==> config.mk <==
export PLATFORM = sky130hd
export DESIGN_NAME = double_to_sig16b
export DESIGN_NICKNAME = d
export VERILOG_FILES = /design/src/rtl/double_to_sig16b.sv
export SDC_FILE = /design/constraint.sdc
export NUM_CORES = 1
export LEC_CHECK = 0
export CAP_MARGIN = 20
export CORE_ASPECT_RATIO = 0.5
export CORE_MARGIN = 4
export CORE_UTILIZATION = 36
export CTS_BUF_LIST = sky130_fd_sc_hd__clkbuf_8
export CTS_CLUSTER_DIAMETER = 200
export DETAILED_ROUTE_END_ITERATION = 10
export PLACE_DENSITY = 0.61
export RECOVER_POWER = 100
export SLEW_MARGIN = 20
export SYNTH_ARGS = -nofsm -noshare
export SYNTH_HDL_FRONTEND = slang
export SYNTH_SLANG_ARGS = --single-unit
==> constraint.sdc <==
create_clock -name clk -period 3.8 [get_ports clk]
set_clock_uncertainty 0.1 [all_clocks]
set_input_delay 0.95 -clock clk [delete_from_list [all_inputs] [get_ports clk]]
set_output_delay 0.95 -clock clk [all_outputs]
set_load 0.005 [all_outputs]
==> src/rtl/double_to_sig16b.sv <==
// double_to_sig16b: converts an IEEE-754 binary64 operand to a saturating
// 16-bit two's-complement integer with round-half-away-from-zero.
// The mantissa is shifted right one bit per cycle, so latency depends on
// the operand's exponent. Specials and out-of-range values skip the shifter.
module double_to_sig16b (
    input  logic        clk,
    input  logic        rst,
    input  logic        start,
    input  logic [63:0] double,
    output logic [15:0] sig16b,
    output logic        stop,
    output logic        busy,
    output logic        ovf
);

    typedef enum logic [2:0] {
        IDLE   = 3'd0,
        UNPACK = 3'd1,
        SHIFT  = 3'd2,
        ROUND  = 3'd3,
        DONE   = 3'd4
    } state_t;

    typedef enum logic [2:0] {
        CLS_NORMAL = 3'd0,
        CLS_ZERO   = 3'd1,
        CLS_NAN    = 3'd2,
        CLS_INF    = 3'd3,
        CLS_OVF    = 3'd4,
        CLS_MIN    = 3'd5
    } cls_t;

    state_t      state_r;
    cls_t        cls_r;
    logic        sign_r;
    logic [10:0] exp_r;
    logic [52:0] mant_r;
    logic        guard_r;
    logic [5:0]  cnt_r;

    cls_t        cls_s;
    logic [5:0]  n_s;
    logic [16:0] mag_s;
    logic [15:0] res_s;
    logic        ovf_res_s;

    // Classify the captured operand and derive the shift count for normal values.
    always_comb begin
        cls_s = CLS_NORMAL;
        n_s   = 6'd0;
        if ((exp_r == 11'h7FF) && (mant_r[51:0] != 52'd0)) begin
            cls_s = CLS_NAN;
        end else if (exp_r == 11'h7FF) begin
            cls_s = CLS_INF;
        end else if (sign_r && (exp_r == 11'd1038) && (mant_r[51:0] == 52'd0)) begin
            cls_s = CLS_MIN;
        end else if (exp_r >= 11'd1038) begin
            cls_s = CLS_OVF;
        end else if (exp_r < 11'd1022) begin
            cls_s = CLS_ZERO;
        end else begin
            // exp in 1022..1037: n = 1075 - exp, which modulo 64 is 51 - exp[5:0]
            cls_s = CLS_NORMAL;
            n_s   = 6'd51 - exp_r[5:0];
        end
    end

    // Round the shifted mantissa and saturate according to the operand class.
    always_comb begin
        // After at least 38 shifts only the low 15 mantissa bits can be set.
        mag_s     = {2'b00, mant_r[14:0]} + {16'd0, guard_r};
        res_s     = 16'h0000;
        ovf_res_s = 1'b0;
        case (cls_r)
            CLS_NAN: begin
                res_s     = 16'h0000;
                ovf_res_s = 1'b1;
            end
            CLS_INF, CLS_OVF: begin
                res_s     = sign_r ? 16'h8000 : 16'h7FFF;
                ovf_res_s = 1'b1;
            end
            CLS_MIN: begin
                res_s     = 16'h8000;
                ovf_res_s = 1'b0;
            end
            CLS_ZERO: begin
                res_s     = 16'h0000;
                ovf_res_s = 1'b0;
            end
            CLS_NORMAL: begin
                if (!sign_r) begin
                    if (mag_s <= 17'd32767) begin
                        res_s     = mag_s[15:0];
                        ovf_res_s = 1'b0;
                    end else begin
                        res_s     = 16'h7FFF;
                        ovf_res_s = 1'b1;
                    end
                end else begin
                    if (mag_s <= 17'd32768) begin
                        res_s     = 16'd0 - mag_s[15:0];
                        ovf_res_s = 1'b0;
                    end else begin
                        res_s     = 16'h8000;
                        ovf_res_s = 1'b1;
                    end
                end
            end
            default: begin
                res_s     = 16'h0000;
                ovf_res_s = 1'b0;
            end
        endcase
    end

    // Conversion sequencer with registered result and handshake outputs.
    always_ff @(posedge clk or negedge rst) begin
        if (!rst) begin
            state_r <= IDLE;
            cls_r   <= CLS_NORMAL;
            sign_r  <= 1'b0;
            exp_r   <= 11'd0;
            mant_r  <= 53'd0;
            guard_r <= 1'b0;
            cnt_r   <= 6'd0;
            sig16b  <= 16'h0000;
            stop    <= 1'b0;
            busy    <= 1'b0;
            ovf     <= 1'b0;
        end else begin
            case (state_r)
                IDLE: begin
                    if (start) begin
                        sign_r  <= double[63];
                        exp_r   <= double[62:52];
                        mant_r  <= {1'b1, double[51:0]};
                        guard_r <= 1'b0;
                        busy    <= 1'b1;
                        state_r <= UNPACK;
                    end else begin
                        state_r <= IDLE;
                    end
                end
                UNPACK: begin
                    cls_r <= cls_s;
                    cnt_r <= n_s;
                    if (cls_s == CLS_NORMAL) begin
                        state_r <= SHIFT;
                    end else begin
                        state_r <= ROUND;
                    end
                end
                SHIFT: begin
                    mant_r  <= mant_r >> 1;
                    guard_r <= mant_r[0];
                    cnt_r   <= cnt_r - 6'd1;
                    if (cnt_r == 6'd1) begin
                        state_r <= ROUND;
                    end else begin
                        state_r <= SHIFT;
                    end
                end
                ROUND: begin
                    sig16b  <= res_s;
                    ovf     <= ovf_res_s;
                    stop    <= 1'b1;
                    state_r <= DONE;
                end
                DONE: begin
                    stop    <= 1'b0;
                    busy    <= 1'b0;
                    state_r <= IDLE;
                end
                default: begin
                    stop    <= 1'b0;
                    busy    <= 1'b0;
                    state_r <= IDLE;
                end
            endcase
        end
    end

endmodule

==> metrics.csv, run 1 <==
metric;value;unit
outcome;complete, no violations;
PD cells;791.1;mW/mm^2
Final GP Congestion;0.8227;
Inserted Clock Buffers;9;
pre-CTS setup slack;0.7034;ns
largest net degree at the start of global routing;65;
IO Pins;86;
clock-pin slew on the worst setup and hold paths;0.10;ns
unrepaired setup endpoints after global routing;no;
final WL;14010;um
Max transition margin;8.994;%
Worst Hold Class;register to register;
Seq/Total Area, Yosys;44.81;%
worst path required time;3.99;ns
port bufs;85;
Max-cap violations;0;
dpl hpwl;9890;um
routed wl met3;502;um
largest family of logic cells by synthesized area;simple AND/OR/NAND/NOR gates;
critical path type;register to register;
Leak;2.576;nW
crit share post-route;83.83;%
TritonRoute pass-1 iters;5;
Starting Density;37.14;%
Die Height;94.74;um
final net count;752;
simple-gate share of the synthesized area;22.80;%
Ys Warns;0;
XOR/XNOR Fraction of Synth Area;3.072;%
most common cell in the netlist;nor2_1;
Row Count;31;
antenna cells;0;
Post-synth EDFFs;0;
max-slew violations;0;
number of global-route vias before repair;4628;
Max Fclk;313.9;MHz
crit path max fanout;9;
clock sink total;97;
via/cell ratio;5.503;
CTS tree;done;
share of layout cells above drive strength 1;6.891;%
Max Used Layer;met4;
Max IR drop VDD;0.0003832;V
most common flop cell mapped by yosys;dfrtp_1;
Compound-Gate Fraction of Synth Area;19.70;%
gr ovfl total;0;
Synth cell types;65;
Tot Pwr;5.168;mW
Post-Synth Adder-Cell Area;1.848;%
die area;0.01719;sq mm
Total Neg Setup Slack;0;ns
filler cell count;1471;
Syn-to-layout area delta;20.61;%
M1 WL;6956;um
cts hold-fix bufs;0;
Die Width;181.5;um
Setup crit start kind;register;
DRC violation count after routing;0;
min cycle time layout;3.186;ns
first-pass GRT wire length;23230;um
Slew @ Worst Pin;1.365;ns
Clock Tree Buf Depth;2;
Resized cells post-CTS;0;
initial drt markers;431;
Mean Syn Cell Area;8.750;sq um
Synth top area share;44.81;%
initial antenna violation count;0;
GRT Util Overall;16.36;%
via count;4843;
Synth area leader;dfrtp_1;
CP Capture Type;register;
critical path data arrival time;3.38;ns
WL met2;6435;um
Synth area leaders;dfrtp_1, nor2_1, o22ai_1, a21oi_1, mux2_2;
Fin. Hold Viols;0;
Setup Buffers After CTS;0;
root buffer cell;clkbuf_8;
mux cell area share after synthesis;3.072;%
post-DR wirelength/cell;15.91;um
Mapped Cells;619;
Routed Antenna Nets;0;
Yosys reg bits;97;
number of setup violations in the final report;0;
Clk Latency, worst-skew pair;0.38;ns
Post-Syn Area;0.005416;sq mm
Worst Slack Setup Final;0.6144;ns
CORE AREA;0.01458;sq mm
H-tree depth;3;
Post-synth ARST share;100.0;%
most frequent cells after synthesis;nor2_1, dfrtp_1, o22ai_1, a21oi_1, nand2_1;
post-synth net total;694;
-- metrics by stage --
stage                     utilization, %  area [sq um]  std cells  hold WS (ns)
after floorplan                        -          5416        619        0.3478
after global placement             43.86          6396        864        0.3635
after detailed placement           43.86          6396        864        0.3778
after CTS                          45.16          6586        880        0.4043
after global routing               44.79          6533        880        0.4133
final                              44.79          6533        880        0.3934
-- cell type report --
cell class	count	area, sq um	area share [%]
multi-input combinational	461	2721	41.66
inverter	16	60.06	0.9194
sequential	97	2427	37.16
tap	198	247.7	3.792
clock inverter	7	66.31	1.015
clock buffer	9	123.9	1.896
timing repair buffer	92	885.9	13.56
-- cell families after synthesis --
group / after synthesis
AO/OA/AOI/OAI: 163
XOR/XNOR: 19
adder cells (fa/ha/maj): 8
buffers and inverters: 61
flip-flops: 97
multiplexers: 15
AND/OR/NAND/NOR: 256
-- path summary, 6_finish.rpt --
path / depth (start not counted) / slack (ns) / startpoint / endpoint
max: 8 / 0.61 / mant_r[0]$_DFFE_PN0P_ / sig16b[2]$_DFFE_PN0P_
min: 2 / 0.39 / sig16b[14]$_DFFE_PN0P_ / sig16b[14]$_DFFE_PN0P_
max reg2reg: 8 / 0.61 / mant_r[0]$_DFFE_PN0P_ / sig16b[2]$_DFFE_PN0P_
min reg2reg: 2 / 0.39 / sig16b[14]$_DFFE_PN0P_ / sig16b[14]$_DFFE_PN0P_
max in group asynchronous: 2 / 1.05 / rst / sig16b[4]$_DFFE_PN0P_
min in group asynchronous: 1 / 0.69 / rst / mant_r[41]$_DFFE_PN0P_
-- worst max-delay path: stages (launching register included) --
cell     delay (ns)
dfrtp_1        0.43
ha_1           0.38
nand2_1        0.25
nor4_4         0.40
mux2_1         0.38
o31ai_1        0.27
nand3_1        0.23
a31o_1         0.39
o31ai_2        0.27
-- where the power goes --
group / switching (mW) / internal (mW) / leakage, nW
clock network: 0.412 / 0.257 / 0.0986
logic: 1.40 / 1.01 / 1.35
registers: 0.566 / 1.52 / 1.13
total: 2.38 / 2.79 / 2.58
-- layer usage --
layer	GRT usage, %	vias up
li1	-	2362
met1	23.41	2360
met2	26.08	109
met3	3.232	12
met4	3.246	0
met5	0	-
-- layout by cell type, fill, tap and decap left out, drive strengths merged, types with 5 or more instances in the layout --
cell,netlist,routed
a21oi,37,37
a221o,5,5
a31oi,5,5
and3,5,5
clkbuf,33,14
clkdlybuf4s50,0,64
dfrtp,97,97
dlygate4sd3,0,20
ha,8,8
inv,16,21
mux2,13,13
nand2,35,35
nand3,15,15
nand3b,5,5
nand4,15,15
nor2,135,135
nor3,11,11
nor4,19,19
o21ai,29,29
o22ai,53,53
o31ai,9,9
xnor2,8,8
xor2,11,11
-- registers in the layout, indices dropped and copies added (netlist names) --
| name | flops |
|---|---|
| exp_r | 11 |
| sig16b | 16 |
| busy | 1 |
| state_r | 3 |
| mant_r | 53 |
| ovf | 1 |
| cnt_r | 6 |
| sign_r | 1 |
| stop | 1 |
| cls_r | 3 |
| guard_r | 1 |
No activity file was read; power rests on OpenSTA's default activity.
==> inputs of run 2 (changes only) <==
PLACE_DENSITY = 0.64   (was 0.61)
clock period = 2.8 ns   (was 3.8 ns; I/O delays follow)
==> metrics.csv, run 2 (synthesis gave the netlist of run 1 again) <==
metric;value;unit;change
root buffer cell;clkbuf_8;;unchanged
worst path required time;3.00;ns;was 3.99 ns
Routed Antenna Nets;0;;unchanged
met3 global-route usage;3.424;%;was 3.232%
Comb power frac;50.3;%;was 46.7%
clock-pin slew on the worst setup and hold paths;0.11;ns;was 0.10 ns
largest net degree at the start of global routing;56;;was 65
min cycle time layout;2.679;ns;was 3.186 ns
via count;4873;;was 4843
PD cells;1071;mW/mm^2;was 791.1 mW/mm^2
TritonRoute pass-1 iters;7;;was 5
register area;0.002429;sq mm;was 0.002427 sq mm
share of layout cells above drive strength 1;12.16;%;was 6.891%
Die Height;94.74;um;unchanged
Largest register FFs;53;;unchanged
GRT Util Overall;16.61;%;was 16.36%
CTS tree;done;;unchanged
Syn-to-layout area delta;25.43;%;was 20.61%
share of power burned in registers;37.2;%;was 40.4%
biggest regs;mant_r: 53 flops, sig16b: 16 flops, exp_r: 11 flops;;unchanged
Inserted Clock Buffers;9;;unchanged
CP Capture Type;register;;unchanged
Most Crowded Layer GR;met2;;unchanged
first-pass GRT wire length;23370;um;was 23230 um
hold_ws;0.3833;ns;was 0.3934 ns
Clock power frac;12.5;%;was 13.0%
post-DR wirelength/cell;15.56;um;was 15.91 um
dpl hpwl;10180;um;was 9890 um
Clock Tree Buf Depth;2;;unchanged
Row Count;31;;unchanged
Final GP Congestion;0.8680;;was 0.8227
antenna cells;0;;unchanged
GR met1 Demand/Resource;23.39;%;was 23.41%
CORE AREA;0.01458;sq mm;unchanged
gr ovfl total;0;;unchanged
Largest Register;mant_r;;unchanged
Max Fclk;373.3;MHz;was 313.9 MHz
sw power;3.297;mW;was 2.377 mW
most frequent cells in the layout;nor2_1, dfrtp_1, clkdlybuf4s50_1, o22ai_1, a21oi_1;;unchanged
max-slew violations;0;;unchanged
Clk Latency, worst-skew pair;0.39;ns;was 0.38 ns
Max-cap violations;0;;unchanged
Global Route met2 Usage;26.02;%;was 26.08%
Worst Hold Class;input port to asynchronous set/reset pin;;was register to register
Die Width;181.5;um;unchanged
Fin. Hold Viols;0;;unchanged
Post-DP Area;0.006574;sq mm;was 0.006396 sq mm
Max transition margin;28.32;%;was 8.994%
final WL;14080;um;was 14010 um
final instance area;0.006794;sq mm;was 0.006533 sq mm
initial antenna violation count;0;;unchanged
crit path max fanout;9;;unchanged
crit share post-route;95.68;%;was 83.83%
IO Pins;86;;unchanged
die area;0.01719;sq mm;unchanged
number of global-route vias before repair;4655;;was 4628
commonest non-fill, non-tap cell in the layout;nor2_1;;unchanged
critical path type;register to register;;unchanged
critical path data arrival time;2.87;ns;was 3.38 ns
number of setup violations in the final report;0;;unchanged
via/cell ratio;5.385;;was 5.503
P_int;3.979;mW;was 2.791 mW
Setup crit start kind;register;;unchanged
Slew @ Worst Pin;1.075;ns;was 1.365 ns
DRC violation count after routing;0;;unchanged
port bufs;85;;unchanged
final net count;777;;was 752
outcome;complete, no violations;;unchanged
initial drt markers;304;;was 431
sw frac;45.32;%;was 45.99%
Leak;2.707;nW;was 2.576 nW
multi-input logic area;0.002786;sq mm;was 0.002721 sq mm
Max IR drop VDD;0.0004379;V;was 0.0003832 V
clock sink total;97;;unchanged
filler cell count;1442;;was 1471
H-tree depth;3;;unchanged
Starting Density;37.14;%;unchanged
==> run 2: changes by cell type in the layout (fill, tap and decap cells not counted), sizes merged <==
cell    before  now
clkbuf      14   15
clkinv       2    4
buf          3   27
inv         21   19
==> run 2: timing repair <==
item                                    4_1_cts  5_1_grt
resized for setup                             1       10
setup buffers                                 0        3
hold buffers                                  0        0
endpoints found under the setup margin        4       16
pin swaps                                     1        3
==> run 2: worst max-delay path: stages (launching register included) <==
cell	delay (ns)
dfrtp_2	0.42
ha_2	0.24
buf_4	0.17
nand4_1	0.13
or4b_4	0.54
a22oi_4	0.17
buf_4	0.16
nand3_2	0.12
a31o_4	0.31
o31ai_2	0.24
==> run 2: worst paths after layout <==
kind | to | slack (ns) | from | cells after the start
min in group clk | sig16b[14]$_DFFE_PN0P_ | 0.40 | sig16b[14]$_DFFE_PN0P_ | 2
min | mant_r[39]$_DFFE_PN0P_ | 0.38 | rst | 1
max in group asynchronous | sig16b[7]$_DFFE_PN0P_ | 0.57 | rst | 2
min reg2reg | sig16b[14]$_DFFE_PN0P_ | 0.40 | sig16b[14]$_DFFE_PN0P_ | 2
max reg2reg | sig16b[2]$_DFFE_PN0P_ | 0.12 | mant_r[0]$_DFFE_PN0P_ | 9
max | sig16b[2]$_DFFE_PN0P_ | 0.12 | mant_r[0]$_DFFE_PN0P_ | 9
==> run 2: routing by layer <==
layer  wire length (um)  up-vias
met1               6967     2352
met5                  0        -
met2               6455       92
li1                   -     2411
met3                470       18
met4                185        0
==> run 2: cell type report <==
class / instances / share of cell area, %
clock buffers: 9 / 1.823
repair buffers: 117 / 15.80
well taps: 198 / 3.646
inverters: 16 / 0.8840
multi-input cells: 461 / 41.01
flip-flops and latches: 97 / 35.75
clock inverters: 7 / 1.087
==> run 2: power groups by stage <==
stage          Sequential, mW  Clock [mW]  Combinational, mW
5_1_grt                  2.79        1.00               4.16
3_3_place_gp             2.70           0               3.64
3_5_place_dp             2.72           0               3.70
4_1_cts                  2.69       0.947               3.72
6_report                 2.71       0.913               3.66
2_1_floorplan            2.49           0               2.71
==> run 2: metrics by stage <==
step | util, % | setup slack (ns) | instances | total power, mW | TNS, ns
final | 46.59 | 0.1209 | 905 | 7.276 | 0
after floorplan | - | 0.09188 | 619 | 5.200 | 0
after global routing | 46.59 | -0.04375 | 905 | 7.945 | -0.06547
after global placement | 45.08 | 0.02964 | 886 | 6.339 | 0
after CTS | 46.47 | 0.001499 | 902 | 7.362 | 0
after detailed placement | 45.08 | -0.02927 | 886 | 6.423 | -0.02927
